File: config.mk
export PLATFORM = sky130hd
export DESIGN_NAME = alu_mc
export DESIGN_NICKNAME = d
export VERILOG_FILES = /design/src/rtl/alu_mc.sv
export SDC_FILE = /design/constraint.sdc
export NUM_CORES = 1
export LEC_CHECK = 0
export BUFFER_PORTS_ARGS = -buffer_cell sky130_fd_sc_hd__buf_2
export CELL_PAD_IN_SITES_DETAIL_PLACEMENT = 1
export CELL_PAD_IN_SITES_GLOBAL_PLACEMENT = 2
export CORE_MARGIN = 5
export CORE_UTILIZATION = 39
export CTS_BUF_LIST = sky130_fd_sc_hd__clkbuf_4 sky130_fd_sc_hd__clkbuf_8
export DETAILED_ROUTE_END_ITERATION = 10
export GPL_TIMING_DRIVEN = 1
export PLACE_DENSITY_LB_ADDON = 0.1
export SYNTH_ARGS = -nofsm -noshare
export SYNTH_HDL_FRONTEND = slang
export SYNTH_SLANG_ARGS = --single-unit
File: constraint.sdc
create_clock -name clk -period 5.18 [get_ports clk]
set_clock_uncertainty 0.15 [all_clocks]
set_input_delay 0.518 -clock clk [delete_from_list [all_inputs] [get_ports clk]]
set_output_delay 0.518 -clock clk [all_outputs]
set_load 0.02 [all_outputs]
File: src/rtl/alu_mc.sv
// Multi-cycle RV32I ALU with valid/ready handshakes, status flags and optional 1-bit/cycle shifter.
// The result register doubles as the shift working register while a serial shift is in flight.
module alu_mc #(
   parameter int unsigned WIDTH        = 32,
   parameter bit          SERIAL_SHIFT = 1'b1,
   parameter int unsigned SHW          = $clog2(WIDTH)
) (
   input  logic             clk,
   input  logic             rst_n,
   input  logic             in_valid,
   output logic             in_ready,
   input  logic [WIDTH-1:0] srcA,
   input  logic [WIDTH-1:0] srcB,
   input  logic [3:0]       alu_ctrl,
   output logic             out_valid,
   input  logic             out_ready,
   output logic [WIDTH-1:0] result,
   output logic             zero,
   output logic             negative,
   output logic             carry,
   output logic             overflow,
   output logic             busy
);

   localparam logic [3:0] OpAdd  = 4'd0;
   localparam logic [3:0] OpSub  = 4'd1;
   localparam logic [3:0] OpAnd  = 4'd2;
   localparam logic [3:0] OpOr   = 4'd3;
   localparam logic [3:0] OpXor  = 4'd4;
   localparam logic [3:0] OpSlt  = 4'd5;
   localparam logic [3:0] OpSltu = 4'd6;
   localparam logic [3:0] OpSll  = 4'd7;
   localparam logic [3:0] OpSrl  = 4'd8;
   localparam logic [3:0] OpSra  = 4'd9;

   typedef enum logic [1:0] {StIdle, StShift, StDone} state_e;

   state_e           state_q, state_d;
   logic [WIDTH-1:0] res_q, res_d;
   logic             zero_q, zero_d;
   logic             neg_q, neg_d;
   logic             carry_q, carry_d;
   logic             ovf_q, ovf_d;
   logic [SHW-1:0]   cnt_q, cnt_d;
   logic [3:0]       op_q, op_d;

   logic             accept;
   logic [SHW-1:0]   shamt;
   logic             is_sub;
   logic             is_shift;
   logic             serial_go;
   logic [WIDTH-1:0] b_eff;
   logic [WIDTH:0]   sum;
   logic [WIDTH-1:0] alu_res;
   logic             alu_c;
   logic             alu_v;
   logic [WIDTH-1:0] step;

   assign in_ready  = (state_q == StIdle) || ((state_q == StDone) && out_ready);
   assign accept    = in_valid && in_ready;
   assign out_valid = (state_q == StDone);
   assign busy      = (state_q != StIdle);
   assign result    = res_q;
   assign zero      = zero_q;
   assign negative  = neg_q;
   assign carry     = carry_q;
   assign overflow  = ovf_q;

   // Single-cycle datapath on the live inputs; only used on the accept edge.
   always_comb begin
      shamt    = srcB[SHW-1:0];
      is_sub   = (alu_ctrl == OpSub);
      is_shift = (alu_ctrl == OpSll) || (alu_ctrl == OpSrl) || (alu_ctrl == OpSra);
      serial_go = SERIAL_SHIFT && is_shift && (shamt != '0);
      b_eff    = is_sub ? ~srcB : srcB;
      sum      = {1'b0, srcA} + {1'b0, b_eff} + {{WIDTH{1'b0}}, is_sub};
      alu_res  = '0;
      alu_c    = 1'b0;
      alu_v    = 1'b0;
      case (alu_ctrl)
         OpAdd, OpSub: begin
            alu_res = sum[WIDTH-1:0];
            alu_c   = sum[WIDTH];
            // Overflow when both addends share a sign that the sum does not.
            alu_v   = (srcA[WIDTH-1] == b_eff[WIDTH-1]) && (sum[WIDTH-1] != srcA[WIDTH-1]);
         end
         OpAnd:  alu_res = srcA & srcB;
         OpOr:   alu_res = srcA | srcB;
         OpXor:  alu_res = srcA ^ srcB;
         OpSlt:  alu_res = {{(WIDTH-1){1'b0}}, ($signed(srcA) < $signed(srcB))};
         OpSltu: alu_res = {{(WIDTH-1){1'b0}}, (srcA < srcB)};
         OpSll:  alu_res = srcA << shamt;
         OpSrl:  alu_res = srcA >> shamt;
         OpSra:  alu_res = $signed(srcA) >>> shamt;
         default: alu_res = '0;
      endcase
   end

   always_comb begin
      case (op_q)
         OpSll:   step = {res_q[WIDTH-2:0], 1'b0};
         OpSra:   step = {res_q[WIDTH-1], res_q[WIDTH-1:1]};
         default: step = {1'b0, res_q[WIDTH-1:1]};
      endcase
   end

   always_comb begin
      state_d = state_q;
      res_d   = res_q;
      zero_d  = zero_q;
      neg_d   = neg_q;
      carry_d = carry_q;
      ovf_d   = ovf_q;
      cnt_d   = cnt_q;
      op_d    = op_q;

      case (state_q)
         StShift: begin
            res_d = step;
            cnt_d = cnt_q - 1'b1;
            if (cnt_q == {{(SHW-1){1'b0}}, 1'b1}) begin
               state_d = StDone;
               zero_d  = (step == '0);
               neg_d   = step[WIDTH-1];
               carry_d = 1'b0;
               ovf_d   = 1'b0;
            end
         end
         StDone: begin
            if (out_ready && !in_valid) state_d = StIdle;
         end
         default: ;
      endcase

      if (accept) begin
         op_d = alu_ctrl;
         if (serial_go) begin
            state_d = StShift;
            res_d   = srcA;
            cnt_d   = shamt;
         end else begin
            state_d = StDone;
            res_d   = alu_res;
            zero_d  = (alu_res == '0);
            neg_d   = alu_res[WIDTH-1];
            carry_d = alu_c;
            ovf_d   = alu_v;
         end
      end
   end

   always_ff @(posedge clk or negedge rst_n) begin
      if (!rst_n) begin
         state_q <= StIdle;
         res_q   <= '0;
         zero_q  <= 1'b0;
         neg_q   <= 1'b0;
         carry_q <= 1'b0;
         ovf_q   <= 1'b0;
         cnt_q   <= '0;
         op_q    <= '0;
      end else begin
         state_q <= state_d;
         res_q   <= res_d;
         zero_q  <= zero_d;
         neg_q   <= neg_d;
         carry_q <= carry_d;
         ovf_q   <= ovf_d;
         cnt_q   <= cnt_d;
         op_q    <= op_d;
      end
   end

endmodule

# Word level (Yosys, flattened, before mapping)
# Index checks and enable logic that the tools add are counted.
# word_totals
register_bits	47
latch_bits	0
ramBits	0
rom_bits	0
in_bits	72
out_inout_bits	39
mem_count	0
# op_classes
n_addsub	3
multipliers	0
n_div	0
order_cmp	2
eq_ne	18
shifts	3
mux	32
n_bitwise	4
reduce_logical	19
# op_table
cell	n
$pmux 32 s9	1
$mux 32	4
$logic_not 32->1	2
$lt 32x32->1	2
$pmux 32 s2	1
$add 32x32->33	1
$add 33x1->33	1
$and 32x32->32	1
$not 32->32	1
$or 32x32->32	1
$shl 32x5->32	1
$shr 32x5->32	1
$sshr 32x5->32	1
$xor 32x32->32	1
$eq 4x3->1 const B	5
$mux 1	18
$mux 5	3
$eq 4x4->1 const B	3
$eq 4x2->1 const B	2
$mux 2	4
$eq 5x1->1 const B	1
$logic_and 1x1->1	5
$reduce_bool 5->1	1
$sub 5x1->5 const B	1
other kinds (16)	19

# Logic depth before layout (Yosys ltp)
# Gate-level depths: netlist of run 1.
# depth
ltp_word	9
mapped_depth	18
mapped_depth_nobuf	15

# Worst setup path before layout of run 1
# Ideal clock, no wire load.
# synth_timing
path_kind	input -> register
from	in alu_ctrl[1]
to	reg zero_q (netlist: zero)
t_arrival_ns	4.761
required_ns	4.964
slack_ns	0.202
path_stages	17
n_path_buf	3
path_cell_list	nor4b_1 -> clkbuf_1 -> buf_1 -> xnor2_1 -> ha_1 -> clkbuf_1 -> a21oi_1 -> o21ai_1 -> a311oi_1 -> nor3b_1 -> nor3_1 -> a21oi_1 -> nor2_1 -> or4_1 -> or4_1 -> nor4b_2 -> a41o_1
# synth_between
elab_chain_len	8
# synth_lines
item	line_no	text
start, declared	14	input logic [3:0] alu_ctrl,
$eq 4x1->1	72, 80	
$mux 32	75	b_eff = is_sub ? ~srcB : srcB;
$add 32x32->33	76	sum = {1'b0, srcA} + {1'b0, b_eff} + {{WIDTH{1'b0}}, is_sub};
$add 33x1->33	76	
$pmux 32 s9	80	case (alu_ctrl)
$logic_not 32->1	144	zero_d = (alu_res == '0);
$mux 1 *	137	if (serial_go) begin
$mux 1 *	135	if (accept) begin
named net zero_d	40	logic zero_q, zero_d;
end signal, assigned	165	zero_q <= zero_d;
end, declared	40	
# Mark *: on every way through the listed nets, which the timed path passes. The rest lies on a longest branch.
# A chain may end at the register's enable or synchronous reset.

# Worst setup path after layout of run 1
# Ends and elaborated chain as after synthesis.

==> metrics.md, run 1 <==
| Metric | Value |
|---|---|
| Status | `finished clean` |
| Startpoint Class | `input port` |
| Final max-slew violation count | `0` |
| Synth area leaders | `ha_1 (14%), dfrtp_1 (9.8%), mux2i_1 (8.7%), nand2_1 (4.9%), mux4_2 (4.7%)` |
| Slew at the pin closest to its max-slew limit | `1.200 ns` |
| VDD IR-drop max | `around 0.1 mV` |
| Die area | `34500 um2` |
| First-pass GRT wire length | `93090 um` |
| WL/cell | `around 30 um` |
| PwrDens | `154.2 nW/um2` |
| FF/Latch Area | `1176 um2` |
| Period utilisation layout | `91.71%` |
| Syn Nets | `approximately 1800` |
| Top FF cell, synth | `dfrtp_1` |
| Setup Buffers After CTS | `0` |
| Total negative slack | `0 ns` |
| Netlist cell types | `between 80 and 90` |
| Synth Instances | `1634` |
| Worst-Skew Late Latency | `around 0.32 ns` |
| Clock tree buffer depth | `2` |
| Critical path capture point type | `flop` |
| Multi-input gate area | `~10000 um2` |
| Async SR Flop Fraction | `100.0%` |
| RSZ-0062 raised after global routing | `false` |
| Fillers | `about 3900` |
| Initial antenna violation count | `1` |
| CTS Root Cell | `clkbuf_8` |
| Post-cts sizing count | `0` |
| Clk slew on worst S/H paths | `about 0.09 ns` |
| Rows | `between 60 and 70` |
| Layout cell share with drive strength beyond 1 | `approximately 18%` |
| Total number of vias | `around 14000` |
| Crit Path Max Fanout | `7` |
| CTS Hold Bufs | `0` |
| Post-DP HPWL | `slightly above 50000 um` |
| Iter 0 DRT Violations | `1318` |
| Hold crit path type | `in -> async` |
| Final hold violations | `0` |
| Max Cap Violations | `0` |
| Routed WL | `63700 um` |
| Final net count | `1947` |
| Post-synth EDFFs | `0` |
| Most common cell in the synthesized netlist | `nand2_1` |
| Tot GR Track Use | `35.67%` |
| Area Growth Syn to Fin | `13.71%` |
| Synth top cells by count | `nand2_1 (156), nor2_1 (133), ha_1 (130)` |
| I/O pins | `around 110` |
| FF+latch count, synth | `47` |
| Post-synth top area share | `13.50%` |
| Final setup viols | `0` |
| CTS tree | `built` |
| Leak Pwr | `between 6 and 7 nW` |
| Inst Count DP | `between 2000 and 2500` |
| Area of the mapped netlist | `about 12000 um2` |
| Critical path data required time | `around 5.3 ns` |
| Post-route DRC | `0` |
| Leading area contributor after synthesis | `ha_1` |
| Sink Count | `47` |
| Vias/cell | `6.722` |
| Worst EP arrival | `~4.9 ns` |
| Core Area | `around 31000 um2` |
| Vias in the first global route | `14220` |
| Drt first pass iters | `6` |
| Synth Warn # | `0` |
| Post-route insts no fill | `roughly 2100` |
| Fmax | `~0.21 GHz` |
| I/O Buffers | `110` |
| Sequential area share after synthesis | `slightly below 10%` |
| Post-route minimum period | `4.751 ns` |
| H-tree depth | `2` |
| Die span in x | `between 150 and 200 um` |
| Initial core utilization | `between 30 and 40%` |
| Post-route ant nets | `0` |
| Largest net degree at the start of global routing | `slightly above 60` |
| Die Y | `185.8 um` |
| Num CTS Buffers | `5` |
| Routability Congestion | `around 1.0` |
| Total grt overflow | `0` |
| CP Class | `in -> reg` |
| Syn Area/Cell | `approximately 7.4 um2` |
| Final Hold Slack | `about 0.24 ns` |
| Worst slew margin | `between 10% and 20%` |
cell families after synthesis:
logic type,after synthesis,share of synthesized area [%]
XOR/XNOR,50,3.635
AND/OR/NAND/NOR,526,21.17
multiplexers,158,16.02
adder cells (fa/ha/maj),131,13.67
buffers and inverters,234,7.873
flip-flops,47,9.763
AO/OA/AOI/OAI,488,27.88
sequential cells by signal (all words and copies together) (netlist names):
register / cells
state_q: 2
overflow: 1
cnt_q: 5
carry: 1
op_q: 4
zero: 1
negative: 1
result: 32
stage by stage:
| stage | instance area, um2 | power, W | setup slack (ns) | util [%] |
|---|---|---|---|---|
| 2_1_floorplan | 12050 | 0.001229 | 0.2023 | - |
| 3_3_place_gp | 13580 | 0.001761 | 0.2473 | 44.50 |
| 3_5_place_dp | 13580 | 0.001778 | 0.1517 | 44.50 |
| 4_1_cts | 13700 | 0.002077 | 0.4591 | 44.89 |
| 5_1_grt | 13700 | 0.002211 | 0.1012 | 44.89 |
| 6_report | 13700 | 0.002112 | 0.4292 | 44.90 |
power by group:
| group | internal [W] | total, W | switching, W |
|---|---|---|---|
| sequential | 0.000392 | 0.000435 | 0.0000429 |
| clock | 0.000156 | 0.000294 | 0.000138 |
| combinational | 0.000505 | 0.00138 | 0.000877 |
path summary, 6_finish.rpt:
kind	start	endpoint	depth (start not counted)	slack, ns
setup / recovery	alu_ctrl[1]	zero$_DFF_PN0_	17	0.43
hold / removal	rst_n	state_q[0]$_DFFE_PN0P_	1	0.24
setup reg to reg	state_q[0]$_DFFE_PN0P_	zero$_DFF_PN0_	8	2.06
hold reg to reg	op_q[2]$_DFFE_PN0P_	op_q[2]$_DFFE_PN0P_	2	0.38
max in group asynchronous	rst_n	result[24]$_DFFE_PN0P_	1	3.95
min in group clk	in_valid	state_q[1]$_DFFE_PN0P_	2	0.27
critical path, stage by stage:
cell,delay (ns)
buf_2,0.11
nor4b_2,0.26
buf_4,0.23
xnor2_1,0.16
inv_1,0.09
fa_1,0.44
nor2b_1,0.19
o2111ai_1,0.24
nand2_1,0.19
a31oi_1,0.11
xnor2_1,0.16
a2111oi_0,0.59
nand4_1,0.18
or3_1,0.41
or4_1,0.47
nor4b_2,0.31
a41o_1,0.20
cell type report:
cell class | instances | area share [%]
tap | 396 | 3.617
inverter | 94 | 2.576
clock inverter | 2 | 0.2558
timing repair buffer | 243 | 11.62
antenna | 1 | 0.01827
sequential | 47 | 8.586
clock buffer | 6 | 0.6029
multi-input combinational | 1353 | 72.73
layout by cell type, fill, tap and decap left out, types with 17 or more instances in the layout:
cell | netlist | routed
mux4_2 | 25 | 25
o211ai_1 | 18 | 18
nand4_1 | 18 | 18
a221oi_1 | 44 | 44
nand3_1 | 31 | 31
nand2_1 | 156 | 156
mux2_2 | 26 | 26
a211oi_1 | 31 | 31
o22ai_1 | 32 | 31
buf_2 | 26 | 108
nor2_1 | 133 | 133
nor2b_1 | 27 | 26
nor3_1 | 55 | 54
dfrtp_1 | 47 | 47
a22oi_1 | 23 | 23
buf_4 | 2 | 132
xnor2_1 | 46 | 46
ha_1 | 130 | 130
inv_1 | 93 | 93
a21oi_1 | 100 | 100
a31oi_1 | 18 | 18
mux2i_1 | 105 | 105
nand2b_1 | 17 | 17
o21ai_0 | 87 | 87
routing by layer:
| metal | track usage [%] | share of wire [%] | vias up |
|---|---|---|---|
| met5 | 0 | 0.020 | - |
| met4 | 17.98 | 6.1 | 2 |
| met3 | 5.491 | 8.3 | 202 |
| met2 | 57.37 | 44 | 796 |
| met1 | 46.45 | 41 | 7068 |
| li1 | - | - | 6331 |
Power figures use the tool's default switching activity.
==> run 2: changes to the inputs <==
--- a/config.mk
+++ b/config.mk
@@ -14,2 +14,3 @@
 export DETAILED_ROUTE_END_ITERATION = 10
+export GPL_ROUTABILITY_DRIVEN = 1
 export GPL_TIMING_DRIVEN = 1
==> constraint.sdc (replaced) <==
create_clock -name clk -period 5.18 [get_ports clk]
set_clock_uncertainty 0.15 [all_clocks]
set_input_delay 0.259 -clock clk [delete_from_list [all_inputs] [get_ports clk]]
set_output_delay 0.259 -clock clk [all_outputs]
set_load 0.02 [all_outputs]
==> metrics.md, run 2 (synthesized netlist as in run 1, its figures left out) <==
| Metric | Value |
|---|---|
| CTS tree | `built (unchanged)` |
| Critical path data required time | `5.28 ns (was 5.29 ns)` |
| PwrDens | `149.8 nW/um2 (was 154.2 nW/um2)` |
| FF-to-FF path depth | `8 (unchanged)` |
| Worst setup margin | `0.4841 ns (was 0.4292 ns)` |
| Status | `finished clean (unchanged)` |
| Startpoint Class | `input port (unchanged)` |
| Sw frac | `51.48% (was 50.08%)` |
| Routed WL | `62550 um (was 63700 um)` |
| Final hold violations | `0 (unchanged)` |
| Critical path capture point type | `flop (unchanged)` |
| Hold crit path type | `in -> reg (was in -> async)` |
| FF/Latch Area | `1176 um2 (unchanged)` |
| Gate power share | `66.8% (was 65.5%)` |
| Worst Hold Path EP | `state_q[1]$_DFFE_PN0P_` |
| Dpl ws | `0.2401 ns (was 0.1517 ns)` |
| Vias/cell | `6.733 (was 6.722)` |
| I/O Buffers | `110 (unchanged)` |
| Post-DP HPWL | `48800 um (was 50370 um)` |
| Max reg flops | `32 (unchanged)` |
| VDD IR-drop max | `0.08376 mV (was 0.09962 mV)` |
| Crit Path Max Fanout | `33 (was 7)` |
| Area Growth Syn to Fin | `10.87% (was 13.71%)` |
| Most common cell after layout, fill and taps aside | `nand2_1 (unchanged)` |
| Total grt overflow | `0 (unchanged)` |
| I/O pins | `111 (unchanged)` |
| Worst EP arrival | `4.80 ns (was 4.86 ns)` |
| H-tree depth | `2 (unchanged)` |
| Period utilisation layout | `90.65% (was 91.71%)` |
| First-pass GRT wire length | `92230 um (was 93090 um)` |
| WL/cell | `29.78 um (was 29.74 um)` |
| FF-to-FF setup slack | `2.05 ns (was 2.06 ns)` |
| CP bufs+invs | `4 (was 3)` |
| Critical-path cell list | `buf_2, nor4b_2, buf_12, xnor2_1, inv_1, fa_1, nor2b_1, o2111ai_1, a211oi_1, o41a_1, a21oi_1, nand4_1, nand3_1, a2111oi_0, buf_4, nand3_1, nor4b_2, a41o_1 (was buf_2, nor4b_2, buf_4, xnor2_1, inv_1, fa_1, nor2b_1, o2111ai_1, nand2_1, a31oi_1, xnor2_1, a2111oi_0, nand4_1, or3_1, or4_1, nor4b_2, a41o_1)` |
| Fillers | `3855 (was 3858)` |
| Iter 0 DRT Violations | `1357 (was 1318)` |
| Slew at the pin closest to its max-slew limit | `1.311 ns (was 1.200 ns)` |
| Vias in the first global route | `14105 (was 14220)` |
| Layout cell share with drive strength beyond 1 | `16.32% (was 18.40%)` |
| Initial core utilization | `39.48% (unchanged)` |
| Worst flop-to-flop path endpoint | `zero$_DFF_PN0_ (unchanged)` |
| Tot GR Track Use | `35.25% (was 35.67%)` |
| CP Class | `in -> reg (unchanged)` |
| Worst slew margin | `12.41% (was 19.80%)` |
| Sw Pwr | `0.001030 W (was 0.001058 W)` |
| Clk slew on worst S/H paths | `0.09 ns (about the same)` |
| CTS Root Cell | `clkbuf_8 (unchanged)` |
| Initial antenna violation count | `3 (was 1)` |
| Final net count | `1905 (was 1947)` |
| Post-route minimum period | `4.696 ns (was 4.751 ns)` |
| Clk network pwr share | `11.6% (was 13.9%)` |
| Die span in x | `185.8 um (unchanged)` |
| Post-route DRC | `0 (unchanged)` |
| Final max-slew violation count | `0 (unchanged)` |
| Die area | `34500 um2 (unchanged)` |
| Commonest non-fill, non-tap cells in the layout | `nand2_1 (156), nor2_1 (133), ha_1 (130) (was nand2_1 (156), nor2_1 (133), buf_4 (132))` |
| Post-cts sizing count | `0 (unchanged)` |
| Rows | `64 (unchanged)` |
| Post-route ant nets | `0 (unchanged)` |
| Worst hold start | `in_valid` |
| Total negative slack | `0 ns (unchanged)` |
| Total number of vias | `14140 (was 14399)` |
| Worst-Skew Late Latency | `0.31 ns (was 0.32 ns)` |
| Top Family by Delay on Critical Path | `compound AO/OA/AOI/OAI gates (was simple AND/OR/NAND/NOR gates)` |
| Fmax | `0.2130 GHz (was 0.2105 GHz)` |
| Drt first pass iters | `5 (was 6)` |
| Max Cap Violations | `0 (unchanged)` |
| Hold Crit Depth | `2` |
| Multi-input gate area | `9962 um2 (unchanged)` |
| Largest net degree at the start of global routing | `62 (unchanged)` |
| Core Area | `30510 um2 (unchanged)` |
| Num CTS Buffers | `5 (unchanged)` |
| Slowest stage cell, crit path | `a2111oi_0 (unchanged)` |
| Slowest stage delay, CP | `0.62 ns (was 0.59 ns)` |
| Routability Congestion | `1.045 (was 1.025)` |
| Reg power frac | `21.7% (was 20.6%)` |
| Die Y | `185.8 um (unchanged)` |
| RSZ-0062 raised after global routing | `false (unchanged)` |
| Sink Count | `47 (unchanged)` |
| Pint | `0.0009708 W (was 0.001054 W)` |
| Clock tree buffer depth | `2 (unchanged)` |
| Final setup viols | `0 (unchanged)` |
| Leak Pwr | `5.851 nW (was 6.064 nW)` |
| R2r startpoint | `state_q[0]$_DFFE_PN0P_ (unchanged)` |
-- run 2: changes by cell type in the layout (fill, tap and decap cells not counted) --
| cell | change |
|---|---|
| buf_4 | -43 |
| clkbuf_4 | +2 |
| bufinv_16 | -1 |
| clkbuf_8 | -1 |
| dlygate4sd3_1 | +1 |
-- run 2: layout make-up --
cell class                      count  area share, %
Timing Repair Buffer              201          9.574
Inverter                           94          2.642
Sequential cell                    47          8.806
Tap cell                          396          3.710
Multi-Input combinational cell   1353          74.59
Clock inverter                      1        0.03747
Antenna cell                        1        0.01874
Clock buffer                        7         0.6276
-- run 2: through the flow --
| step | util, % | hold slack (ns) | power (W) | instance area, um2 | cells |
|---|---|---|---|---|---|
| floorplan | - | -0.1866 | 0.001229 | 12050 | 1634 |
| global placement | 43.45 | 0.2477 | 0.001717 | 13260 | 2090 |
| detailed placement | 43.45 | 0.2456 | 0.001734 | 13260 | 2090 |
| CTS | 43.77 | 0.03729 | 0.001970 | 13350 | 2099 |
| global route | 43.77 | 0.03883 | 0.002106 | 13350 | 2099 |
| finish | 43.78 | 0.04004 | 0.002001 | 13360 | 2100 |
-- run 2: worst reg2reg max path, stage by stage (launching register included) --
cell	delay, ns
dfrtp_1	0.46
nor2b_4	0.17
buf_4	0.50
nand4b_1	0.52
or4_1	0.56
nor4_1	0.33
a21oi_1	0.08
a21oi_1	0.19
a41o_1	0.12
-- run 2: per-layer routing --
layer / GRT usage, % / part of all wire [%] / vias to the layer above
li1: - / - / 6255
met1: 46.34 / 41 / 6937
met2: 55.86 / 44 / 754
met3: 5.921 / 8.4 / 190
met4: 17.63 / 6.2 / 4
met5: 0 / 0.034 / -
-- run 2: worst max path at each step --
stage,endpoint,slack (ns),start,depth (start not counted)
after floorplan,zero$_DFF_PN0_,0.46,alu_ctrl[1],17
after global placement,zero$_DFF_PN0_,0.28,alu_ctrl[1],16
after detailed placement,zero$_DFF_PN0_,0.24,alu_ctrl[1],16
after CTS,zero$_DFF_PN0_,0.55,alu_ctrl[1],16
after global routing,zero$_DFF_PN0_,0.30,alu_ctrl[1],17
final,zero$_DFF_PN0_,0.48,alu_ctrl[1],18
-- run 2: power groups by stage --
stage	sequential (W)	clock, W	combinational, W
3_3_place_gp	0.000441	0	0.00128
3_5_place_dp	0.000442	0	0.00129
5_1_grt	0.000438	0.000249	0.00142
4_1_cts	0.000434	0.000237	0.00130
2_1_floorplan	0.000455	0	0.000774
6_report	0.000433	0.000231	0.00134
-- run 2: repair_timing --
item	in CTS	in global routing
endpoints found under the hold margin	47	0
buffers inserted	0	0
hold buffers	1	0
